[src/rtl/pmipsl_pkg.sv]
// Shared definitions for the PMIPSL data-memory subsystem: data word width,
// I/O page register offsets and STATUS flag placement.
package pmipsl_pkg;

   localparam int WORD_W = 16;

   // Byte offsets within the 256-byte I/O page (bit 0 is always ignored)
   localparam logic [7:0] IO_OFS_OUT    = 8'h00;
   localparam logic [7:0] IO_OFS_STATUS = 8'h02;
   localparam logic [7:0] IO_OFS_TIMER  = 8'h04;

   // STATUS flags sit directly above the count field, counted from its top.
   localparam int STAT_EMPTY_REL = 0;
   localparam int STAT_FULL_REL  = 1;
   localparam int STAT_OVF_REL   = 2;

   // The STATUS count field carries count mod FIFO_DEPTH. A full FIFO
   // therefore reads as count 0, and the full flag tells it apart from empty.
   function automatic int statusCntW(input int fifoDepth);
      return (fifoDepth <= 2) ? 1 : $clog2(fifoDepth);
   endfunction

endpackage

[src/rtl/pmipsl_out_fifo.sv]
// Output FIFO for the I/O page OUT register. Storage is registered, and the
// head word is read straight from storage at the read pointer. A push into
// a full FIFO is taken only when a pop happens in the same cycle.
module pmipsl_out_fifo
   import pmipsl_pkg::*;
#(
   parameter int FIFO_DEPTH = 4
) (
   input  logic                           clock,
   input  logic                           reset,
   input  logic                           push,
   input  logic [WORD_W-1:0]              pushData,
   input  logic                           pop,
   output logic [WORD_W-1:0]              headData,
   output logic                           full,
   output logic                           empty,
   output logic [$clog2(FIFO_DEPTH):0]    count
);

   localparam int PW = $clog2(FIFO_DEPTH);

   logic [WORD_W-1:0] storage [FIFO_DEPTH];
   logic [PW-1:0]     rdPtr;
   logic [PW-1:0]     wrPtr;
   logic [PW:0]       cnt;
   logic              popOk;
   logic              pushOk;

   assign empty    = (cnt == '0);
   assign full     = (cnt == (PW+1)'(FIFO_DEPTH));
   assign popOk    = pop & ~empty;
   assign pushOk   = push & (~full | popOk);
   assign headData = storage[rdPtr];
   assign count    = cnt;

   // Pointer, count and storage update; storage is cleared so the head reads 0 out of reset
   always_ff @(posedge clock) begin
      if (reset) begin
         rdPtr <= '0;
         wrPtr <= '0;
         cnt   <= '0;
         for (int i = 0; i < FIFO_DEPTH; i++) storage[i] <= '0;
      end else begin
         if (pushOk) begin
            storage[wrPtr] <= pushData;
            wrPtr          <= wrPtr + 1'b1;
         end
         if (popOk) rdPtr <= rdPtr + 1'b1;
         cnt <= cnt + {{PW{1'b0}}, pushOk} - {{PW{1'b0}}, popOk};
      end
   end

endmodule

[src/rtl/pmipsl_dmem_io.sv]
// PMIPSL data memory: word RAM below IO_BASE plus a 256-byte I/O page holding
// OUT (FIFO push), STATUS (count/flags, write clears overflow) and TIMER.
// The read path is combinational so the core can latch it in the same cycle.
// The timer is built only when PMIPSL_DMEM_TIMER_EN is defined. Without it,
// TIMER reads as zero and writes to it are ignored.
module pmipsl_dmem_io
   import pmipsl_pkg::*;
#(
   parameter int          DEPTH      = 256,
   parameter int          FIFO_DEPTH = 4,
   parameter logic [15:0] IO_BASE    = 16'hFF00
) (
   input  logic                clock,
   input  logic                reset,
   input  logic [15:0]         dmemaddr,
   input  logic [WORD_W-1:0]   dmemwdata,
   input  logic                dmemwrite,
   input  logic                dmemread,
   output logic [WORD_W-1:0]   dmemrdata,
   output logic [WORD_W-1:0]   out_data,
   output logic                out_valid,
   input  logic                out_ready
);

   localparam int RAM_AW = (DEPTH <= 2) ? 1 : $clog2(DEPTH);
   localparam int PW     = $clog2(FIFO_DEPTH);
   localparam int CW     = statusCntW(FIFO_DEPTH);

   logic [WORD_W-1:0] ram [DEPTH];
   logic [RAM_AW-1:0] ramIdx;
   logic [16:0]       ioRel;
   logic [7:0]        ioOfs;
   logic              isRam;
   logic              isIo;
   logic              outWrite;
   logic              statusWrite;
   logic              popReq;
   logic              fifoFull;
   logic              fifoEmpty;
   logic [PW:0]       fifoCount;
   logic              ovf;
   logic [WORD_W-1:0] statusWord;
   logic [WORD_W-1:0] timerRead;
   logic              unusedBits;

   // The 17-bit offset keeps the page end (IO_BASE + 256) from wrapping
   assign ioRel       = {1'b0, dmemaddr} - {1'b0, IO_BASE};
   assign isRam       = (dmemaddr < IO_BASE);
   assign isIo        = ~isRam & (ioRel[16:8] == 9'd0);
   assign ioOfs       = {ioRel[7:1], 1'b0};
   assign ramIdx      = dmemaddr[RAM_AW:1];
   assign outWrite    = dmemwrite & isIo & (ioOfs == IO_OFS_OUT);
   assign statusWrite = dmemwrite & isIo & (ioOfs == IO_OFS_STATUS);
   assign popReq      = out_valid & out_ready;
   assign out_valid   = ~fifoEmpty;
   assign unusedBits  = ^{ioRel[0], fifoCount[PW]};

   pmipsl_out_fifo #(
      .FIFO_DEPTH (FIFO_DEPTH)
   ) u_out_fifo (
      .clock    (clock),
      .reset    (reset),
      .push     (outWrite),
      .pushData (dmemwdata),
      .pop      (popReq),
      .headData (out_data),
      .full     (fifoFull),
      .empty    (fifoEmpty),
      .count    (fifoCount)
   );

   // Word RAM; contents deliberately survive reset
   always_ff @(posedge clock) begin
      if (dmemwrite && isRam) ram[ramIdx] <= dmemwdata;
   end

   // Sticky overflow: a dropped push wins over a same-cycle STATUS clear
   always_ff @(posedge clock) begin
      if (reset)                                  ovf <= 1'b0;
      else if (outWrite && fifoFull && !popReq)   ovf <= 1'b1;
      else if (statusWrite)                       ovf <= 1'b0;
   end

`ifdef PMIPSL_DMEM_TIMER_EN
   logic              timerWrite;
   logic [WORD_W-1:0] timerCount;

   assign timerWrite = dmemwrite & isIo & (ioOfs == IO_OFS_TIMER);
   assign timerRead  = timerCount;

   // Free-running timer; a software load takes priority over the increment
   always_ff @(posedge clock) begin
      if (reset)           timerCount <= '0;
      else if (timerWrite) timerCount <= dmemwdata;
      else                 timerCount <= timerCount + 1'b1;
   end
`else
   assign timerRead = '0;
`endif

   // STATUS packing: count field at the bottom, flags directly above it
   always_comb begin
      statusWord                         = '0;
      statusWord[CW-1:0]                 = fifoCount[CW-1:0];
      statusWord[CW + STAT_EMPTY_REL]    = fifoEmpty;
      statusWord[CW + STAT_FULL_REL]     = fifoFull;
      statusWord[CW + STAT_OVF_REL]      = ovf;
   end

   // Combinational read mux; returns the pre-write value on a same-cycle write
   always_comb begin
      dmemrdata = '0;
      if (dmemread) begin
         if (isRam) begin
            dmemrdata = ram[ramIdx];
         end else if (isIo) begin
            case (ioOfs)
               IO_OFS_STATUS: dmemrdata = statusWord;
               IO_OFS_TIMER:  dmemrdata = timerRead;
               default:       dmemrdata = '0;
            endcase
         end
      end
   end

endmodule

[config.mk]
export PLATFORM = sky130hd
export DESIGN_NAME = pmipsl_dmem_io
export DESIGN_NICKNAME = d
export VERILOG_FILES = /design/src/rtl/pmipsl_pkg.sv /design/src/rtl/pmipsl_out_fifo.sv /design/src/rtl/pmipsl_dmem_io.sv
export SDC_FILE = /design/constraint.sdc
export NUM_CORES = 2
export LEC_CHECK = 0
export CORE_MARGIN = 2
export CORE_UTILIZATION = 40
export CTS_BUF_LIST = sky130_fd_sc_hd__clkbuf_4 sky130_fd_sc_hd__clkbuf_8 sky130_fd_sc_hd__clkbuf_16
export DETAILED_ROUTE_END_ITERATION = 8
export PLACE_DENSITY = 0.66
export SYNTH_ARGS = -nofsm -noshare
export SYNTH_HDL_FRONTEND = slang
export SYNTH_MEMORY_MAX_BITS = 65536
export SYNTH_SLANG_ARGS = --single-unit
[constraint.sdc]
create_clock -name clock -period 4.3 [get_ports clock]
set_clock_uncertainty 0.2 [all_clocks]
set_input_delay 0.43 -clock clock [delete_from_list [all_inputs] [get_ports clock]]
set_output_delay 0.43 -clock clock [all_outputs]
set_load 0.1 [all_outputs]
==> impl_results.md <==
* Async set-reset flop share out of synthesis at 0%
* Failing checks: negative setup slack
* Initial Utilization at 40.2%
* Number of hold-slack violations in the final timing report at 0
* Number of antenna-violating nets in the routed design at 0
* Capture point of the worst path: dmemrdata[12]
* Clk sink count at 4170
* Largest net degree at the start of global routing at 133
* Cells after synthesis at 7064
* Count of distinct cell types in the synthesized netlist at 76
* First-pass GRT wire length at 659 mm
* Critical register-to-register path startpoint: u_out_fifo.count[1]
* Placed Instances at 13000
* Number of synthesized register bits at 4170
* Data arrival time of the worst path at 4.05 ns
* Worst Hold Class: in2reg
* Share of the core filled with cells in the final layout at 47.6%
* Setup repair after global routing missed its margin: true
* Tightest Pin Transition at 1.29 ns
* Insertion delay to the later sink of the worst-skew pair at 1.01 ns
* Commonest cells post-synth: 4160 x sky130_fd_sc_hd__edfxtp_1, 1066 x sky130_fd_sc_hd__mux4_2, 370 x sky130_fd_sc_hd__nor2_1
* Final Cycle Share at 109%
* Cell with the most instances after synthesis: sky130_fd_sc_hd__edfxtp_1
* Starting DRT DRC Count at 13300
* Terminus of the critical flop-to-flop path: u_out_fifo.count[2]
* Horiz. Die Dim at 638 um
* Die Height at 638 um
* Share of layout cells above drive strength 1 at 36.6%
* Top_reg_cell synth: sky130_fd_sc_hd__edfxtp_1
* Number of detailed-route iterations in the first pass at 6
* Synth Net Count at 7104
* Power per Cell Area at 456 nW/um^2
* Final Non-Filler Cells at 13800
* Clock tree from TritonCTS: done
* Final #Nets at 8203
* GRT Total Usage at 23.2%
* Final Routed Wirelength at 481 mm
* Final critical-path required period at 4.68 ns
* Max Root-Sink Buffers at 4
* Slew Limit Fails at 0
* Library cell occupying the most area in the post-synthesis netlist: sky130_fd_sc_hd__edfxtp_1
* Count of cells along the worst register-to-register path at 10
* Crit-path max FO at 1
* Relative area change from synthesis to final layout at 18.3%
* Number of warnings issued by yosys at 0
* Share of synthesized area occupied by flip-flops and latches at 77.7%
* Number of buffer cells added on primary ports at 68
* Vias after detailed routing at 82700
* Initial antenna violation count at 26
* Design Power at 86.9 mW
* Aggregate negative setup slack at -1.43 ns
* Ports at 70
* Number of clock buffers inserted by TritonCTS at 406
* Hpwl dp at 308 mm
* Core Rows at 232
* Area of the die at 408000 um^2
* Via density per instance at 6.01
* Synth top area share at 77.6%
* Clock root buffer: sky130_fd_sc_hd__clkbuf_16
* Outcome: finished with violations
* Final setup slack of the worst path at -0.382 ns
* Worst IR drop on VDD at 0.366 mV
* Final estimated routing congestion in global placement at 1.00
* Layout filler cell count at 31800
* Placed cell area at 176000 um^2
* Leakage power figure at 60.8 nW
* Number of synthesized flops with an enable pin at 4160
* Register-to-register setup slack at 1.41 ns
* Post-detailed-route DRC marker count at 0
* Core area at 400000 um^2
* Max Fclk at 214 MHz
* Number of levels in the clock H-tree at 5
* Number of maximum-capacitance constraint violations at 0
* Setup Crit Path Kind: reg2out
* Routed length per instance at 34.9 um
* Total gr overflow at 0
* Max_slew headroom at 13.8%
* Area of all placed cells without fillers at 190000 um^2
* Area of the mapped netlist at 161000 um^2
* Setup violation total in the final timing report at 13
* Critical Path Source: ram[205][12]
* Vias in the first global route at 80900
* Capturing element type of the critical path: output pin
* Critical Path Start Type: flip-flop
* Per-instance average area after synthesis at 22.8 um^2
* Clk pin slew, worst setup/hold paths at 0.06 ns
* Largest cells by area after synthesis: sky130_fd_sc_hd__edfxtp_1 78%, sky130_fd_sc_hd__mux4_2 15%, sky130_fd_sc_hd__mux2i_1 1.5%, sky130_fd_sc_hd__nor2_1 0.86%, sky130_fd_sc_hd__buf_6 0.46%
* Req. time, crit path at 3.67 ns
==> worst max-delay path, stage by stage (launching register included) <==
cell and delay, ns:
sky130_fd_sc_hd__edfxtp_1 0.38, sky130_fd_sc_hd__mux4_2 0.47, sky130_fd_sc_hd__mux4_2 0.67, sky130_fd_sc_hd__a221oi_2 0.36, sky130_fd_sc_hd__nand4_1 0.40, sky130_fd_sc_hd__o31a_1 0.46, sky130_fd_sc_hd__buf_12 0.16, sky130_fd_sc_hd__buf_16 0.16
==> final cells by class <==
| type | instances | area (um^2) | area share (%) |
|---|---|---|---|
| repair buffers | 1087 | 10500 | 5.51 |
| diodes | 10 | 25.0 | 0.0131 |
| well taps | 5265 | 6590 | 3.46 |
| clock buffers | 468 | 10700 | 5.61 |
| multi-input cells | 2466 | 34600 | 18.2 |
| inverters | 32 | 120 | 0.0631 |
| clock inverters | 273 | 2820 | 1.48 |
| flip-flops and latches | 4170 | 125000 | 65.7 |
==> per-layer routing <==
layer / routed length (um) / GRT usage, %
met1: 176000 / 30.8
met2: 219000 / 35.3
met3: 58100 / 6.50
met4: 27900 / 11.6
met5: 87 / 0
==> worst min-delay path by stage <==
stage	startpoint	end	slack [ns]	cells after the start
after detailed placement	ovf	ovf	0.32	2
final	dmemwdata[9]	ram[68][9]	0.04	1
after CTS	dmemwdata[9]	ram[66][9]	0.02	1
after floorplan	u_out_fifo.rdPtr[1]	flip-flop	0.28	2
after global routing	dmemwdata[9]	ram[66][9]	0.08	1
after global placement	u_out_fifo.rdPtr[1]	u_out_fifo.rdPtr[1]	0.31	2
==> flip-flops by register name, indices dropped and copies added (netlist names), named ones only <==
name and count:
u_out_fifo.rdPtr 2, u_out_fifo.storage 64, ram 4096, u_out_fifo.count 3, u_out_fifo.wrPtr 2, ovf 1
==> where the power goes <==
group,switching (mW),internal [mW]
clock,15.6,20.3
sequential,0.0998,44.8
combinational,3.96,2.18
==> stage by stage <==
stage          hold slack [ns]  worst slack, ns
6_report                0.0417           -0.382
5_1_grt                 0.0788           -0.346
4_1_cts                 0.0199           -0.229
3_5_place_dp             0.324           -0.675
3_3_place_gp             0.314           -0.781
2_1_floorplan            0.285           -0.499
==> cells by family (layout without fill, tap and decap cells) <==
logic type,after synthesis,count (layout),share of synthesized area [%]
flip-flops,4170,4170,77.7
multiplexers,1350,1350,17.0
AND/OR/NAND/NOR,718,718,1.97
buffers and inverters,428,1860,1.58
AO/OA/AOI/OAI,389,389,1.71
XOR/XNOR,6,6,0.0326
adder cells (fa/ha/maj),3,3,0.0280
other,0,10,0
==> placed cells by master, fill, tap and decap left out, drive strengths merged, types with 39 or more instances in the layout <==
master	count
mux2i	240
nor2	370
o22ai	46
buf	1044
nand3	42
clkbuf	484
inv	44
mux4	1092
a21oi	59
edfxtp	4160
nand2	140
bufinv	39
a22oi	82
clkinv	206
==> timing repair <==
action,in CTS,in global routing
pin swaps,43,24
hold endpoints to repair,620,0
buffers inserted,7,1
hold buffers,15,0
resized for setup,139,37
endpoints found under the setup margin,16,16
Power figures use the tool's default switching activity.
